File: src/rtl/mod_exp_ctrl.sv
// mod_exp_ctrl: left-to-right square-and-multiply sequencer driving one mont_mult.
// Build option MOD_EXP_SKIP_LZ_EN: skip exponent leading zeros (default build scans all bits).
module mod_exp_ctrl #(
  parameter int WIDTH = 32
) (
  input  logic             clk,
  input  logic             rstn,
  input  logic             me_start,
  input  logic [7:0]       len,
  input  logic [WIDTH-1:0] base,
  input  logic [WIDTH-1:0] exponent,
  input  logic [WIDTH-1:0] modulus,
  input  logic [WIDTH-1:0] r2,
  output logic             me_end,
  output logic [WIDTH-1:0] me_out,
  output logic             md_start,
  output logic [7:0]       mm_len,
  output logic [WIDTH-1:0] mm_num_1,
  output logic [WIDTH-1:0] mm_num_2,
  output logic [WIDTH-1:0] mm_modulus,
  input  logic             md_end,
  input  logic [WIDTH-1:0] mm_out
);
  typedef enum logic [1:0] {S_IDLE, S_ISSUE, S_WAIT, S_DONE} state_t;
  typedef enum logic [2:0] {OP_XBAR, OP_ONE, OP_SQR, OP_MUL, OP_POST} op_t;

  localparam logic [WIDTH-1:0] ONE_W = {{(WIDTH-1){1'b0}}, 1'b1};

  state_t           r_state, w_state_next;
  op_t              r_op, w_op_next;
  logic [5:0]       r_bit, w_bit_next;
  logic [WIDTH-1:0] r_base, r_exp, r_r2, r_acc, r_xbar;
  logic             r_e_zero, r_no_loop;
  logic             w_accept, w_capture, w_ebit;
  logic [WIDTH-1:0] w_exp_shift;
  logic [5:0]       w_bit_init;
  logic             w_e_zero_init, w_no_loop_init;

`ifdef MOD_EXP_SKIP_LZ_EN
  localparam logic SKIP_LZ = 1'b1;
  logic [5:0] w_msb;

  always_comb begin
    w_msb = '0;
    for (int i = 0; i < WIDTH; i++)
      if (exponent[i]) w_msb = 6'(i);
  end

  // The top set bit is absorbed by acc = xbar, so the loop begins one bit lower.
  assign w_e_zero_init  = (exponent == '0);
  assign w_no_loop_init = (w_msb == 6'd0);
  assign w_bit_init     = w_msb - 6'd1;
`else
  localparam logic SKIP_LZ = 1'b0;
  assign w_e_zero_init  = 1'b0;
  assign w_no_loop_init = 1'b0;
  assign w_bit_init     = 6'(WIDTH - 1);
`endif

  assign w_exp_shift = r_exp >> r_bit;
  assign w_ebit      = w_exp_shift[0];
  assign w_accept    = (r_state == S_IDLE) && me_start;
  assign w_capture   = (r_state == S_WAIT) && md_end;

  always_ff @(posedge clk or negedge rstn) begin
    if (!rstn) begin
      r_state <= S_IDLE;
      r_op    <= OP_XBAR;
      r_bit   <= '0;
    end else begin
      r_state <= w_state_next;
      r_op    <= w_op_next;
      r_bit   <= w_bit_next;
    end
  end

  always_comb begin
    w_state_next = r_state;
    w_op_next    = r_op;
    w_bit_next   = r_bit;
    md_start     = 1'b0;
    me_end       = 1'b0;
    case (r_state)
      S_IDLE: begin
        if (me_start) begin
          w_state_next = S_ISSUE;
          w_op_next    = OP_XBAR;
          w_bit_next   = w_bit_init;
        end
      end
      S_ISSUE: begin
        if (r_e_zero) begin
          w_state_next = S_DONE;
        end else begin
          md_start     = 1'b1;
          w_state_next = S_WAIT;
        end
      end
      S_WAIT: begin
        if (md_end) begin
          w_state_next = S_ISSUE;
          case (r_op)
            OP_XBAR: begin
              if (r_no_loop)    w_op_next = OP_POST;
              else if (SKIP_LZ) w_op_next = OP_SQR;
              else              w_op_next = OP_ONE;
            end
            OP_ONE: w_op_next = OP_SQR;
            OP_SQR: begin
              if (w_ebit) begin
                w_op_next = OP_MUL;
              end else if (r_bit == 6'd0) begin
                w_op_next = OP_POST;
              end else begin
                w_op_next  = OP_SQR;
                w_bit_next = r_bit - 6'd1;
              end
            end
            OP_MUL: begin
              if (r_bit == 6'd0) begin
                w_op_next = OP_POST;
              end else begin
                w_op_next  = OP_SQR;
                w_bit_next = r_bit - 6'd1;
              end
            end
            default: w_state_next = S_DONE;
          endcase
        end
      end
      default: begin
        me_end       = 1'b1;
        w_state_next = S_IDLE;
      end
    endcase
  end

  always_ff @(posedge clk or negedge rstn) begin
    if (!rstn) begin
      mm_len     <= '0;
      mm_modulus <= '0;
      r_base     <= '0;
      r_exp      <= '0;
      r_r2       <= '0;
      r_acc      <= '0;
      r_xbar     <= '0;
      r_e_zero   <= 1'b0;
      r_no_loop  <= 1'b0;
      me_out     <= '0;
    end else begin
      if (w_accept) begin
        mm_len     <= len;
        mm_modulus <= modulus;
        r_base     <= base;
        r_exp      <= exponent;
        r_r2       <= r2;
        r_e_zero   <= w_e_zero_init;
        r_no_loop  <= w_no_loop_init;
      end
      if (r_state == S_ISSUE && r_e_zero)
        me_out <= ONE_W;
      if (w_capture) begin
        case (r_op)
          OP_XBAR: begin
            r_xbar <= mm_out;
            if (SKIP_LZ) r_acc <= mm_out;
          end
          OP_POST: me_out <= mm_out;
          default: r_acc <= mm_out;
        endcase
      end
    end
  end

  // Operands are a pure function of registers that only move on md_end, so they hold through WAIT.
  always_comb begin
    mm_num_1 = r_acc;
    mm_num_2 = r_acc;
    case (r_op)
      OP_XBAR: begin
        mm_num_1 = r_base;
        mm_num_2 = r_r2;
      end
      OP_ONE: begin
        mm_num_1 = r_r2;
        mm_num_2 = ONE_W;
      end
      OP_MUL:  mm_num_2 = r_xbar;
      OP_POST: mm_num_2 = ONE_W;
      default: ;
    endcase
  end
endmodule

File: config.mk
export PLATFORM = sky130hd
export DESIGN_NAME = mod_exp_ctrl
export DESIGN_NICKNAME = d
export VERILOG_FILES = /design/src/rtl/mod_exp_ctrl.sv
export SDC_FILE = /design/constraint.sdc
export NUM_CORES = 1
export LEC_CHECK = 0
export BUFFER_PORTS_ARGS = -buffer_cell sky130_fd_sc_hd__buf_2
export CORE_UTILIZATION = 50
export CTS_CLUSTER_DIAMETER = 40
export CTS_CLUSTER_SIZE = 28
export DETAILED_ROUTE_END_ITERATION = 7
export PLACE_DENSITY = 0.8
export RECOVER_POWER = 100
export REMOVE_ABC_BUFFERS = 1
export SLEW_MARGIN = 20
export SYNTH_ARGS = -nofsm -noshare
export SYNTH_HDL_FRONTEND = slang
export SYNTH_SLANG_ARGS = --single-unit
File: constraint.sdc
create_clock -name clk -period 4.6 [get_ports clk]
set_input_delay 0.46 -clock clk [delete_from_list [all_inputs] [get_ports clk]]
set_output_delay 0.46 -clock clk [all_outputs]
set_load 0.005 [all_outputs]
Yosys cells after proc, flatten, opt, wreduce, memory -nomap -nowiden
Cells that the tools add are included.
W data, S select, Z words.
- flip-flop bits (word level): 243
- input port bits: 172
- output and inout bits: 138
- logic and storage cells: 63
- add/subtract/negate cells: 1
- eq/ne operators: 11
- shift-type cells: 1
- mux-type cells: 22
- bitwise gates (word level): 1
- reductions and logical operators: 16
- operators by type and width (kind ; count):
    $pmux W32 S3 ; 1
    $mux W32 ; 2
    $pmux W32 S2 ; 1
    $shr A32 B6 Y1 ; 1
    $mux W6 ; 4
    $pmux W6 S2 ; 2
    $mux W3 ; 4
    $pmux W3 S4 ; 1
    $reduce_and A2 Y1 ; 4
    $eq A3 B2 Y1 const B ; 2
    $logic_not A6 Y1 ; 1
    $mux W2 ; 3
    $pmux W2 S3 ; 1
    $pmux W3 S2 ; 1
    $sub A6 B1 Y6 const B ; 1
    $ne A5 B1 Y1 const B ; 1
    $reduce_and A5 Y1 ; 1
    $ne A2 B2 Y1 const B ; 2
    $reduce_and A4 Y1 ; 1
    $reduce_or A2 Y1 ; 2
    $reduce_or A4 Y1 ; 1
    $eq A3 B1 Y1 const B ; 1
    $eq A3 B3 Y1 const B ; 1
    $logic_not A3 Y1 ; 1
    10 further kinds ; 12

Depth between registers and ports, before layout
- depth in word-level cells: 6
- mapped depth: 10
- mapped depth without buffers: 7

Least setup slack after synthesis
OpenSTA, ideal clock, no wires.
- path type: reg-to-reg
- from: register r_bit[1]
- to: register r_bit[4]
- library setup time: 0.140 ns
- arrival: 1.971 ns
- required time: 4.460 ns
- setup slack: 2.489 ns
- stages on the path, launching flop included: 10
- buffers on the path: 3
- clock period less this slack: 2.111 ns
- path through: dfrtp_1 -> buf_6 -> buf_12 -> mux2i_1 -> mux4_2 -> a22oi_2 -> a31oi_1 -> buf_6 -> a311oi_2 -> a41oi_1
- cells in the longest elaborated chain, start to end: 6
- elaborated cells between the ends (all ways): 10
- classes of those cells: add/sub (1); eq/ne (1); shift (1); mux (5); reduce/logical (2)
- RTL lines (item ; RTL line ; text):
    start, declared ; 31 ; logic [5:0] r_bit, w_bit_next;
    start signal, assigned ; 73 ; r_bit <= w_bit_next;
    $sub A6 B1 Y6 / $logic_not A6 Y1 (equally long branches) ; n/a ;
    $mux W6 ; 112, 120 ;
    $mux W6 ; 110 ; if (w_ebit) begin
    $pmux W6 S2 ; 102 ; case (r_op)
    $mux W6 ; 100 ; if (md_end) begin
    $pmux W6 S2 ; 83 ; case (r_state)
Parallel ways exist; a longest one is shown, timed or not. The select of a mux whose other input is x is not followed.
A chain may end at the register's enable or synchronous reset.

Final worst setup path
- from: register r_op[2]
- to: output port mm_num_1[3]
- cells in the longest elaborated chain, start to end: 2
- elaborated cells between the ends (all ways): 3
- classes of those cells: eq/ne (1); mux (1); reduce/logical (1)
- RTL lines (item ; RTL line ; text):
    start, declared ; 30 ; op_t r_op, w_op_next;
    start signal, assigned ; 72 ; r_op <= w_op_next;
    $eq A3 B1 Y1 / $logic_not A3 Y1 (equally long branches) ; 179 ; case (r_op)
    $pmux W32 S2 * ; 179 ;
    end, declared ; 18 ; output logic [WIDTH-1:0] mm_num_1,
Mark *: on every way between the ends. The rest lies on a longest branch, timed or not.

==> results.sh <==
export IMPL_result_of_the_run="finished with violations"
export IMPL_violations_in_the_final_reports="capacitance limit, slew limit"
export IMPL_cts_resized=0
export IMPL_synth_enable_flop_cells=0
export IMPL_core_area_mm2=0.0211
export IMPL_chipWidth_um=149
export IMPL_final_cell_mix="nand2_1, buf_2, dfrtp_1"
export IMPL_dp_cell_count=1619
export IMPL_worst_setup_path_startpoint="r_op[2]"
export IMPL_wire_per_inst_um=17.7
export IMPL_grt_ovfl_total=0
export IMPL_fin_setup_tns_ns=0
export IMPL_grt_total_usage=0.272
export IMPL_number_of_instances_in_the_synthesized_netlist=1100
export IMPL_grt_pass1_wl_um=47000
export IMPL_slowest_delay_ns=0.98
export IMPL_cellPowerDensity_mw_per_mm2=709
export IMPL_detailedPlacementHpwl_um=19000
export IMPL_first_global_vias=9315
export IMPL_syn_mean_instance_area_um2=9.82
export IMPL_postCtsSetupBuffers=0
export IMPL_number_of_iterations_in_the_first_detailed_routing_pass=5
export IMPL_mostFrequentLayoutCell="nand2_1"
export IMPL_ys_seq_area_frac=0.563
export IMPL_max_slew_margin=-1.01
export IMPL_hp_start="exponent[23]"
export IMPL_post_route_util=0.651
export IMPL_clock_skew_ns=0.0207
export IMPL_num_vias=9113
export IMPL_synthDistinctLibCells=38
export IMPL_worstPathRequired_ns=4.14
export IMPL_num_io_pins=310
export IMPL_worstMarginPinSlew_ns=3.02
export IMPL_buffer_ports_inserted=309
export IMPL_fmax_ghz=0.267
export IMPL_pin_count_of_the_biggest_net_entering_global_routing=121
export IMPL_power_static_leakage_nw=7.23
export IMPL_finish_net_count=1557
export IMPL_detailedRoute_firstIterationViolations=541
export IMPL_instances_no_fill=1687
export IMPL_timing_hold_worst_class="input port to flip-flop"
export IMPL_worstSetupEndpointType="output pin"
export IMPL_ff_to_ff_setup_slack_ns=1.00
export IMPL_ant_nets=0
export IMPL_path_clk_slew_ns=0.06
export IMPL_critPathBufInv=2
export IMPL_dp_slack_ns=1.69
export IMPL_worst_setup_path_start_kind="flip-flop"
export IMPL_fp_dieH_um=149
export IMPL_stdcell_area_mm2=0.0137
export IMPL_cts_hold_buffers=0
export IMPL_timing_max_cap_violations=5
export IMPL_drc=0
export IMPL_whs_path_depth=3
export IMPL_finalWorstSetupSlack_ns=0.862
export IMPL_tritoncts="built"
export IMPL_final_layout_size_suffix_gt1_frac=0.248
export IMPL_critical_path_reg2reg_endpoint="me_out[14]"
export IMPL_cts_buf_count=35
export IMPL_grt_antenna_before_repair=3
export IMPL_floorplan_initialDensity=0.512
export IMPL_yosys_register_bits=243
export IMPL_ys_warns=0
export IMPL_timing_final_crit_share=0.813
export IMPL_hold_path_endpoint="r_exp[23]"
export IMPL_final_setup_viol_count=0
export IMPL_clk_path_buf_depth=3
export IMPL_number_of_sinks_on_the_clock_net=243
export IMPL_final_hold_vio_count=0
export IMPL_final_max_slew_viol_count=245
export IMPL_cts_htree_levels=2
export IMPL_final_min_clock_period_ns=3.74
export IMPL_crit_type="flip-flop to output pin"
export IMPL_floorplan_die_area_mm2=0.0222
export IMPL_ff2ff_path_depth=4
export IMPL_crit_path_cell_trace="or2_2, clkbuf_2, o21ai_0, buf_2"
export IMPL_crit_arrival_ns=3.28
export IMPL_clock_tree_root_cell="clkbuf_16"
export IMPL_viasPerCell=5.40
export IMPL_hold_worst_slack_ns=0.144
export IMPL_worst_r2r_startpoint="r_op[1]"
export IMPL_critPathMaxFanout=64
export IMPL_rows=53
export IMPL_syn_area_mm2=0.0108
export IMPL_finalWirelength_um=29900
export IMPL_ir_drop_mv=0.401
export IMPL_gp_congestion=0.861
export IMPL_flow_area_growth_from_synthesis_pct=27.1
export IMPL_worst_path_max_delay_cell="clkbuf_2"
export IMPL_design_power_total_mw=9.74
export IMPL_clk_latency_ns=0.50
export IMPL_synthFlopType="dfrtp_1"
export IMPL_rsz0062_at_grt="false"
export IMPL_placedInstanceArea_mm2=0.0125
export IMPL_synth_async_sr_flop_share=1.00
export IMPL_crit_family="buffers and inverters"
-- logic make-up (layout without fill, tap and decap cells) --
group | Yosys count | after routing | share of synthesized area
AO/OA/AOI/OAI | 120 | 120 | 0.0690
adder cells (fa/ha/maj) | 2 | 2 | 0.00232
AND/OR/NAND/NOR | 509 | 509 | 0.182
flip-flops | 243 | 243 | 0.563
multiplexers | 147 | 147 | 0.153
other | 0 | 3 | 0
buffers and inverters | 79 | 388 | 0.0308
-- flip-flops by register name (all words and copies together), names as in the netlist --
signal and flops:
mm_modulus 32, r_r2 32, r_xbar 32, r_state 2
me_out 32, r_exp 32, mm_len 8, r_acc 32
r_bit 6, r_op 3, r_base 32
-- worst reg2reg max path, stage by stage, from the launching register on --
cell and delay, ns:
dfrtp_1 0.51, nor2_4 0.89, nand3_1 0.66, clkbuf_1 0.81, mux2_1 0.59
-- worst max-delay path by stage --
stage                   end  slack [ns]  depth (start not counted)
6_report        mm_num_1[3]        0.86                          4
5_1_grt         mm_num_1[3]        0.65                          4
4_1_cts        mm_num_2[19]        1.06                          5
3_5_place_dp   mm_num_2[24]        1.69                          5
3_3_place_gp   mm_num_2[24]        1.77                          5
2_1_floorplan       r_op[1]       -1.05                          3
-- report_power, final --
part	leakage, nW	switching, mW	internal [mW]
combinational	3.60	1.80	1.37
sequential	3.01	0.647	3.06
clock	0.615	0.990	1.87
total	7.23	3.43	6.31
-- final cells by class --
type / instances / area (µm²)
antenna: 3 / 7.51
clock buffer: 44 / 982
clock inverter: 19 / 284
fill: 1725 / 7350
inverter: 5 / 18.8
multi-input combinational: 778 / 4400
sequential: 243 / 6080
tap: 275 / 344
timing repair buffer: 320 / 1610
-- cells in the mapped netlist, types with 2 or more instances --
| library cell | number | share of area |
|---|---|---|
| buf_1 | 8 | 0.0028 |
| mux2_1 | 95 | 0.099 |
| a31oi_1 | 5 | 0.0029 |
| buf_2 | 4 | 0.0019 |
| a22oi_1 | 32 | 0.022 |
| mux4_2 | 5 | 0.010 |
| buf_6 | 2 | 0.0021 |
| and2_1 | 5 | 0.0029 |
| o21ai_1 | 66 | 0.031 |
| clkbuf_1 | 59 | 0.020 |
| dfrtp_1 | 243 | 0.56 |
| ha_1 | 2 | 0.0023 |
| nor2_1 | 8 | 0.0028 |
| nand2_1 | 477 | 0.17 |
| nor2b_1 | 7 | 0.0041 |
| and3_1 | 4 | 0.0023 |
| mux2i_1 | 46 | 0.043 |
| inv_1 | 5 | 0.0017 |
| a21oi_1 | 6 | 0.0028 |
| nor3_1 | 3 | 0.0014 |
-- per-layer routing --
metal | wire length, µm | vias to the layer above | GRT usage
li1 | - | 4203 | -
met3 | 2810 | 69 | 0.0771
met5 | 10 | - | 0
met1 | 11800 | 4385 | 0.336
met2 | 14500 | 454 | 0.454
met4 | 769 | 2 | 0.101
No activity file was read; power rests on OpenSTA's default activity.
